[config.mk]
export PLATFORM = sky130hd
export DESIGN_NAME = multiplexing_sequencer_flat
export DESIGN_NICKNAME = d
export VERILOG_FILES = /design/src/rtl/multiplexing_sequencer_pkg.sv /design/src/rtl/multiplexing_sequencer_if.sv /design/src/rtl/multiplexing_sequencer_map.sv /design/src/rtl/multiplexing_sequencer.sv /design/src/flat_wrapper.sv
export SDC_FILE = /design/constraint.sdc
export NUM_CORES = 1
export LEC_CHECK = 0
export ABC_AREA = 1
export BUFFER_PORTS_ARGS = -buffer_cell sky130_fd_sc_hd__buf_2
export CAP_MARGIN = 10
export CORE_UTILIZATION = 49
export CTS_CLUSTER_SIZE = 20
export DETAILED_ROUTE_END_ITERATION = 8
export PLACE_DENSITY = 0.74
export SYNTH_ARGS = -nofsm -noshare
export SYNTH_HDL_FRONTEND = slang
export SYNTH_SLANG_ARGS = --single-unit
export TNS_END_PERCENT = 10
[constraint.sdc]
create_clock -name clk -period 1.8 [get_ports clk]
set_input_delay 0.18 -clock clk [delete_from_list [all_inputs] [get_ports clk]]
set_output_delay 0.18 -clock clk [all_outputs]
set_load 0.02 [all_outputs]
[src/rtl/multiplexing_sequencer_pkg.sv]
// rtl/multiplexing_sequencer_pkg.sv - shared types and width helpers for the multiplexing sequencer
package multiplexing_pkg;

    typedef enum logic [1:0] {
        IDLE,
        BLANK,
        ACTIVE
    } mux_state_t;

    typedef enum logic {
        MODE_LINEAR,
        MODE_INTERLEAVED
    } mux_mode_t;

    // Index width that never collapses to zero bits for single-entry ranges
    function automatic int idx_width(input int n);
        return (n > 1) ? $clog2(n) : 1;
    endfunction

    function automatic int cnt_width(input int row_cycles, input int dead_cycles);
        int mx;
        mx = (row_cycles > dead_cycles) ? row_cycles : dead_cycles;
        return $clog2(mx + 1);
    endfunction

endpackage

[src/rtl/multiplexing_sequencer_if.sv]
// rtl/multiplexing_sequencer_if.sv - control/status bundle between driver logic and the sequencer
interface multiplexing_sequencer_if import multiplexing_pkg::*; #(
    parameter int NB_MUX_ROWS       = 4,
    parameter int NB_LEDS_PER_GROUP = 16,
    parameter int NB_LED_ROWS       = 32
);
    logic                                   enable;
    logic                                   mode;
    logic [idx_width(NB_LEDS_PER_GROUP)-1:0] led;
    logic [idx_width(NB_LED_ROWS)-1:0]       led_row;
    logic [NB_MUX_ROWS-1:0]                  row_en;
    logic [idx_width(NB_MUX_ROWS)-1:0]       load_row;
    logic                                   row_start;
    logic                                   frame_start;
    logic                                   latch;

    modport master (
        output enable, mode, led,
        input  led_row, row_en, load_row, row_start, frame_start, latch
    );

    modport slave (
        input  enable, mode, led,
        output led_row, row_en, load_row, row_start, frame_start, latch
    );
endinterface

[src/rtl/multiplexing_sequencer_map.sv]
// rtl/multiplexing_sequencer_map.sv - combinational driver-output to physical LED row mapping
module multiplexing_map import multiplexing_pkg::*; #(
    parameter int NB_LEDS_PER_GROUP = 16,
    parameter int NB_LED_ROWS       = 32,
    parameter int LOAD_ROW_W        = 2,
    localparam int LED_W            = idx_width(NB_LEDS_PER_GROUP),
    localparam int LROW_W           = idx_width(NB_LED_ROWS)
) (
    input  logic [LOAD_ROW_W-1:0] load_row_i,
    input  logic [LED_W-1:0]      led_i,
    input  mux_mode_t             mode_i,
    output logic [LROW_W-1:0]     led_row_o
);
    localparam int R = (NB_LED_ROWS / NB_LEDS_PER_GROUP > 0) ? NB_LED_ROWS / NB_LEDS_PER_GROUP : 1;
    localparam logic [LROW_W-1:0] GROUP_MUL = LROW_W'(NB_LEDS_PER_GROUP);
    localparam logic [LROW_W-1:0] R_MUL     = LROW_W'(R);

    logic [LROW_W-1:0] m;
    logic [LROW_W-1:0] led_w;

    always_comb begin
        m     = LROW_W'(int'(load_row_i) % R);
        led_w = LROW_W'(led_i);
        if (mode_i == MODE_INTERLEAVED) begin
            led_row_o = led_w * R_MUL + m;
        end else begin
            led_row_o = m * GROUP_MUL + led_w;
        end
    end
endmodule

[src/rtl/multiplexing_sequencer.sv]
// rtl/multiplexing_sequencer.sv - row-enable sequencer with dead-time blanking and row/frame strobes
module multiplexing_sequencer import multiplexing_pkg::*; #(
    parameter int NB_MUX_ROWS       = 4,
    parameter int NB_LEDS_PER_GROUP = 16,
    parameter int NB_LED_ROWS       = 32,
    parameter int ROW_CYCLES        = 512,
    parameter int DEAD_CYCLES       = 8
) (
    input  logic                      clk,
    input  logic                      rst,
    multiplexing_sequencer_if.slave   bus
);
    localparam int R      = NB_LED_ROWS / NB_LEDS_PER_GROUP;
    localparam int R_SAFE = (R > 0) ? R : 1;
    localparam int ROW_W  = idx_width(NB_MUX_ROWS);
    localparam int CNT_W  = cnt_width(ROW_CYCLES, DEAD_CYCLES);

    localparam logic [ROW_W-1:0]       LAST_ROW  = ROW_W'(NB_MUX_ROWS - 1);
    localparam logic [CNT_W-1:0]       ROW_LAST  = CNT_W'(ROW_CYCLES - 1);
    localparam logic [CNT_W-1:0]       DEAD_LAST = CNT_W'(DEAD_CYCLES - 1);
    localparam logic [NB_MUX_ROWS-1:0] ROW_ONE   = NB_MUX_ROWS'(1);

    if (R < 1 || NB_LED_ROWS % NB_LEDS_PER_GROUP != 0) begin : g_bad_led_rows
        $error("NB_LED_ROWS must be a non-zero multiple of NB_LEDS_PER_GROUP");
    end
    if (NB_MUX_ROWS % R_SAFE != 0) begin : g_bad_mux_rows
        $error("NB_MUX_ROWS must be a multiple of NB_LED_ROWS/NB_LEDS_PER_GROUP");
    end
    if (ROW_CYCLES < 1 || DEAD_CYCLES < 1) begin : g_bad_cycles
        $error("ROW_CYCLES and DEAD_CYCLES must be at least 1");
    end

    mux_state_t             state_q, state_d;
    logic [ROW_W-1:0]       cur_row_q, cur_row_d, next_row;
    logic [CNT_W-1:0]       cnt_q, cnt_d;
    mux_mode_t              mode_q, mode_d;
    logic [NB_MUX_ROWS-1:0] row_en_q, row_en_d;
    logic [ROW_W-1:0]       load_row_q, load_row_d;
    logic                   row_start_q, row_start_d;
    logic                   frame_start_q, frame_start_d;
    logic                   latch_q, latch_d;
    logic                   entering_blank;

    always_comb begin
        state_d        = state_q;
        cur_row_d      = cur_row_q;
        cnt_d          = cnt_q;
        mode_d         = mode_q;
        entering_blank = 1'b0;
        next_row       = (cur_row_q == LAST_ROW) ? '0 : cur_row_q + 1'b1;

        case (state_q)
            IDLE: begin
                mode_d = mux_mode_t'(bus.mode);
                cnt_d  = '0;
                if (bus.enable) begin
                    state_d   = BLANK;
                    cur_row_d = '0;
                end
            end
            BLANK: begin
                if (cnt_q == DEAD_LAST) begin
                    state_d = ACTIVE;
                    cnt_d   = '0;
                end else begin
                    cnt_d = cnt_q + 1'b1;
                end
            end
            ACTIVE: begin
                // A row always runs to completion; enable is only consulted at its end
                if (cnt_q == ROW_LAST) begin
                    cnt_d = '0;
                    if (bus.enable) begin
                        state_d   = BLANK;
                        cur_row_d = next_row;
                    end else begin
                        state_d   = IDLE;
                        cur_row_d = '0;
                    end
                end else begin
                    cnt_d = cnt_q + 1'b1;
                end
            end
            default: state_d = IDLE;
        endcase

        entering_blank = (state_d == BLANK) && (state_q != BLANK);
        // Mode is frame-coherent: only re-sampled as row 0 begins blanking
        if (entering_blank && cur_row_d == '0) begin
            mode_d = mux_mode_t'(bus.mode);
        end

        latch_d       = entering_blank;
        frame_start_d = entering_blank && (cur_row_d == '0);
        row_start_d   = (state_d == ACTIVE) && (state_q != ACTIVE);
        row_en_d      = (state_d == ACTIVE) ? (ROW_ONE << cur_row_d) : '0;
        if (state_d == IDLE) begin
            load_row_d = '0;
        end else begin
            load_row_d = (cur_row_d == LAST_ROW) ? '0 : cur_row_d + 1'b1;
        end
    end

    always_ff @(posedge clk) begin
        if (rst) begin
            state_q       <= IDLE;
            cur_row_q     <= '0;
            cnt_q         <= '0;
            mode_q        <= MODE_LINEAR;
            row_en_q      <= '0;
            load_row_q    <= '0;
            row_start_q   <= 1'b0;
            frame_start_q <= 1'b0;
            latch_q       <= 1'b0;
        end else begin
            state_q       <= state_d;
            cur_row_q     <= cur_row_d;
            cnt_q         <= cnt_d;
            mode_q        <= mode_d;
            row_en_q      <= row_en_d;
            load_row_q    <= load_row_d;
            row_start_q   <= row_start_d;
            frame_start_q <= frame_start_d;
            latch_q       <= latch_d;
        end
    end

    assign bus.row_en      = row_en_q;
    assign bus.load_row    = load_row_q;
    assign bus.row_start   = row_start_q;
    assign bus.frame_start = frame_start_q;
    assign bus.latch       = latch_q;

    multiplexing_map #(
        .NB_LEDS_PER_GROUP (NB_LEDS_PER_GROUP),
        .NB_LED_ROWS       (NB_LED_ROWS),
        .LOAD_ROW_W        (ROW_W)
    ) u_map (
        .load_row_i (load_row_q),
        .led_i      (bus.led),
        .mode_i     (mode_q),
        .led_row_o  (bus.led_row)
    );
endmodule
[src/flat_wrapper.sv]
// flat-port wrapper written by rule: the top's interface ports become plain ports
module multiplexing_sequencer_flat import multiplexing_pkg::*;
#(
    parameter int NB_MUX_ROWS       = 4,
    parameter int NB_LEDS_PER_GROUP = 16,
    parameter int NB_LED_ROWS       = 32,
    parameter int ROW_CYCLES        = 512,
    parameter int DEAD_CYCLES       = 8
)
  (clk, rst, bus_enable, bus_mode, bus_led, bus_led_row, bus_row_en, bus_load_row, bus_row_start, bus_frame_start, bus_latch);
  multiplexing_sequencer_if #(.NB_MUX_ROWS(NB_MUX_ROWS), .NB_LEDS_PER_GROUP(NB_LEDS_PER_GROUP), .NB_LED_ROWS(NB_LED_ROWS)) bus_i ();
  input  logic clk;
  input  logic rst;
  input wire logic [$bits(bus_i.enable)-1:0] bus_enable;
  input wire logic [$bits(bus_i.mode)-1:0] bus_mode;
  input wire logic [$bits(bus_i.led)-1:0] bus_led;
  output wire logic [$bits(bus_i.led_row)-1:0] bus_led_row;
  output wire logic [$bits(bus_i.row_en)-1:0] bus_row_en;
  output wire logic [$bits(bus_i.load_row)-1:0] bus_load_row;
  output wire logic [$bits(bus_i.row_start)-1:0] bus_row_start;
  output wire logic [$bits(bus_i.frame_start)-1:0] bus_frame_start;
  output wire logic [$bits(bus_i.latch)-1:0] bus_latch;
  assign bus_i.enable = bus_enable;
  assign bus_i.mode = bus_mode;
  assign bus_i.led = bus_led;
  assign bus_led_row = bus_i.led_row;
  assign bus_row_en = bus_i.row_en;
  assign bus_load_row = bus_i.load_row;
  assign bus_row_start = bus_i.row_start;
  assign bus_frame_start = bus_i.frame_start;
  assign bus_latch = bus_i.latch;
  multiplexing_sequencer #(.NB_MUX_ROWS(NB_MUX_ROWS), .NB_LEDS_PER_GROUP(NB_LEDS_PER_GROUP), .NB_LED_ROWS(NB_LED_ROWS), .ROW_CYCLES(ROW_CYCLES), .DEAD_CYCLES(DEAD_CYCLES)) u_core (.clk(clk), .rst(rst), .bus(bus_i));
endmodule
==> impl_metrics.json <==
{
  "outcome": "finished with violations",
  "violations": "negative setup slack",
  "vdd_drop_max_mv": 0.450,
  "finalHoldViolCount": 0,
  "grt_pass1_wl_um": 4700,
  "place_congestion": 0.911,
  "ys_ff_latch": 24,
  "crit_slowest_cell": "dfxtp_4",
  "crit_type": "register to register",
  "via_count": 1292,
  "synth_top_family_by_area": "simple AND/OR/NAND/NOR gates",
  "p_per_area_mw_per_mm2": 640,
  "hold_class": "input pin to register",
  "grt_max_degree": 15,
  "slowest_delay_ns": 0.39,
  "dr.pass1.iters": 4,
  "grt_util_all_layers_pct": 23.1,
  "grt_pass1_vias": 1176,
  "fin_skew_ns": 0.00358,
  "synth_common_cells": "nand2_1, dfxtp_1, nor2_1",
  "path_cells": "ha_4 > nand2_4 > nor2_4 > nand3_4 > buf_6 > nand2_4 > nand2_1 > a31oi_4 > nand3_4 > a21oi_1 > nor2_1",
  "drive_above_1_share_pct": 44.3,
  "finalMaxSlewViolations": 0,
  "die_y_um": 53.0,
  "cp_data_arrival_time_ns": 2.12,
  "setup-violations-final": 3,
  "io_buffers": 21,
  "drc": 0,
  "cts_tree": "yes",
  "fin_area_mm2": 0.00179,
  "yosys.area_share.adder_pct": 7.86,
  "use_met1_pct": 24.3,
  "io_pins": 22,
  "antenna_left": 0,
  "synth-xor-area-share_pct": 2.06,
  "synth_seq_area_share_pct": 37.7,
  "min_period_ns": 1.89,
  "synth_top_area_share_pct": 37.7,
  "rsz0062_at_grt": "true",
  "synthSimpleGateAreaFrac_pct": 30.8,
  "cts_sinks": 24,
  "yosys_warnings": 0,
  "fill_cells": 192,
  "cts_max_level": 1,
  "grt_overflow": 0,
  "netlist_instances": 166,
  "ys_top_cells_by_area": "dfxtp_1, ha_1, nand2_1",
  "diodes": 0,
  "synth_compound_area_share_pct": 12.9,
  "async_flop_share_pct": 0,
  "met2_usage_pct": 43.7,
  "synthToLayoutAreaGrowth_pct": 40.9,
  "clk_pin_slew_worst_paths_ns": 0.14,
  "antenna_found_initial": 0,
  "power.leakage_nw": 0.765,
  "clock-root-buffer": "clkbuf_4",
  "slew_headroom_pct": 72.5,
  "crit_required_ns": 2.03,
  "grt_busiest_layer": "met2",
  "synth_nets": 182,
  "die_width_um": 53.0,
  "place_area_mm2": 0.00152,
  "hpwl_um": 2200,
  "path_max_fanout": 4,
  "cp-end-kind": "register",
  "synth_mux_area_share_pct": 0,
  "hold_ws_ns": 0.123,
  "via_per_inst": 5.34,
  "tightestPinTransition_ns": 0.413,
  "synth_ff_type": "dfxtp_1",
  "clk_path_buf_depth": 2,
  "finalPower_mw": 1.15,
  "core_area_mm2": 0.00248,
  "synth_most_common_cell": "nand2_1",
  "max_freq_mhz": 529,
  "yosysTopAreaCell": "dfxtp_1",
  "insertion_delay_ns": 0.32,
  "die_area_mm2": 0.00281,
  "initial_core_util_pct": 51.4,
  "wl_um": 3470,
  "cp-start-kind": "register",
  "wl_per_cell_um": 14.4,
  "cts_buffers": 3,
  "row_count": 18,
  "netlist_area_mm2": 0.00127,
  "syn_area_per_cell_um2": 7.67,
  "synth_edf_count": 0,
  "yosysUniqueCellTypes": 34,
  "use_met3_pct": 4.89,
  "drt_iter0_drc": 39,
  "period_share_pct": 105,
  "drv_cap": 0,
  "setup_ws_ns": -0.0888,
  "fin_nets": 229
}
==> registers in the layout, summed over array words and instances, names as in the netlist <==
| name | flops |
|---|---|
| u_core.bus.frame_start | 1 |
| u_core.bus.latch | 1 |
| u_core.bus.load_row | 2 |
| u_core.bus.row_en | 4 |
| u_core.bus.row_start | 1 |
| u_core.cnt_q | 10 |
| u_core.cur_row_q | 2 |
| u_core.mode_q | 1 |
| u_core.state_q | 2 |
==> cell type report <==
cell class	count	area, um2	area share [%]
Inverter	25	95.1	5.30
Clock inverter	1	30.0	1.67
Tap cell	30	37.5	2.09
Multi-Input combinational cell	115	827	46.1
Sequential cell	24	493	27.5
Clock buffer	3	22.5	1.26
Timing Repair Buffer	44	289	16.1
==> timing repair <==
item | in CTS | in global routing
hold buffers | 0 | 0
setup endpoints to repair | 3 | 18
setup buffers | 6 | 5
pin swaps | 8 | 12
gates resized for setup | 16 | 20
==> power by group <==
group | internal, mW | total (mW) | switching (mW)
Clock | 0.225 | 0.397 | 0.172
Combinational | 0.0745 | 0.200 | 0.126
Sequential | 0.542 | 0.550 | 0.00847
Total | 0.841 | 1.15 | 0.306
==> worst max-delay path: cells and delay by family, from the launching register on <==
| kind | cells | cell delay [ns] |
|---|---|---|
| compound gates | 2 | 0.40 |
| simple gates | 7 | 0.71 |
| flops | 1 | 0.39 |
| fa+ha+maj | 1 | 0.15 |
| buf+inv | 1 | 0.16 |
==> layout by cell type, fill, tap and decap left out, drive strengths merged, types with 2 or more instances in the layout <==
cell type   n
o21ai      10
inv        24
clkbuf      3
nor3        6
buf        44
nand2      28
ha          8
dfxtp      24
nor3b       2
a21oi       7
nand3       9
a31oi       4
xor2        2
nand4       2
nor2       30
==> kinds of logic (layout without fill, tap and decap cells) <==
kind of cell             Yosys count  after routing
flip-flops                        24             24
adder cells (fa/ha/maj)            8              8
XOR/XNOR                           3              3
buffers and inverters             27             73
AND/OR/NAND/NOR                   79             79
AO/OA/AOI/OAI                     25             25
==> path summary, 6_finish.rpt <==
kind,startpoint,to,slack [ns],cells past startpoint
worst max-delay path,u_core.cnt_q[1],u_core.mode_q,-0.09,11
worst min-delay path,bus_mode,u_core.mode_q,0.12,3
worst max register to register,u_core.cnt_q[1],u_core.mode_q,-0.09,11
worst min register to register,u_core.cnt_q[5],u_core.cnt_q[5],0.50,2
==> metal layers <==
layer	vias to the layer above	wire, um	share of wire, %
met5	-	0	0
met3	16	132	3.8
met2	38	1860	53
li1	629	-	-
met1	609	1360	39
met4	0	124	3.6
==> metrics by stage <==
stage | cells | setup slack (ns) | TNS, ns | util [%]
detailed placement | 227 | -0.0442 | -0.0442 | 61.3
finish | 242 | -0.0888 | -0.127 | 72.4
global placement | 227 | 0.0260 | 0 | 61.3
CTS | 237 | 0.000745 | 0 | 67.9
floorplan | 166 | 0.0169 | 0 | -
global route | 242 | -0.149 | -1.06 | 72.4
No activity file was read; power rests on OpenSTA's default activity.
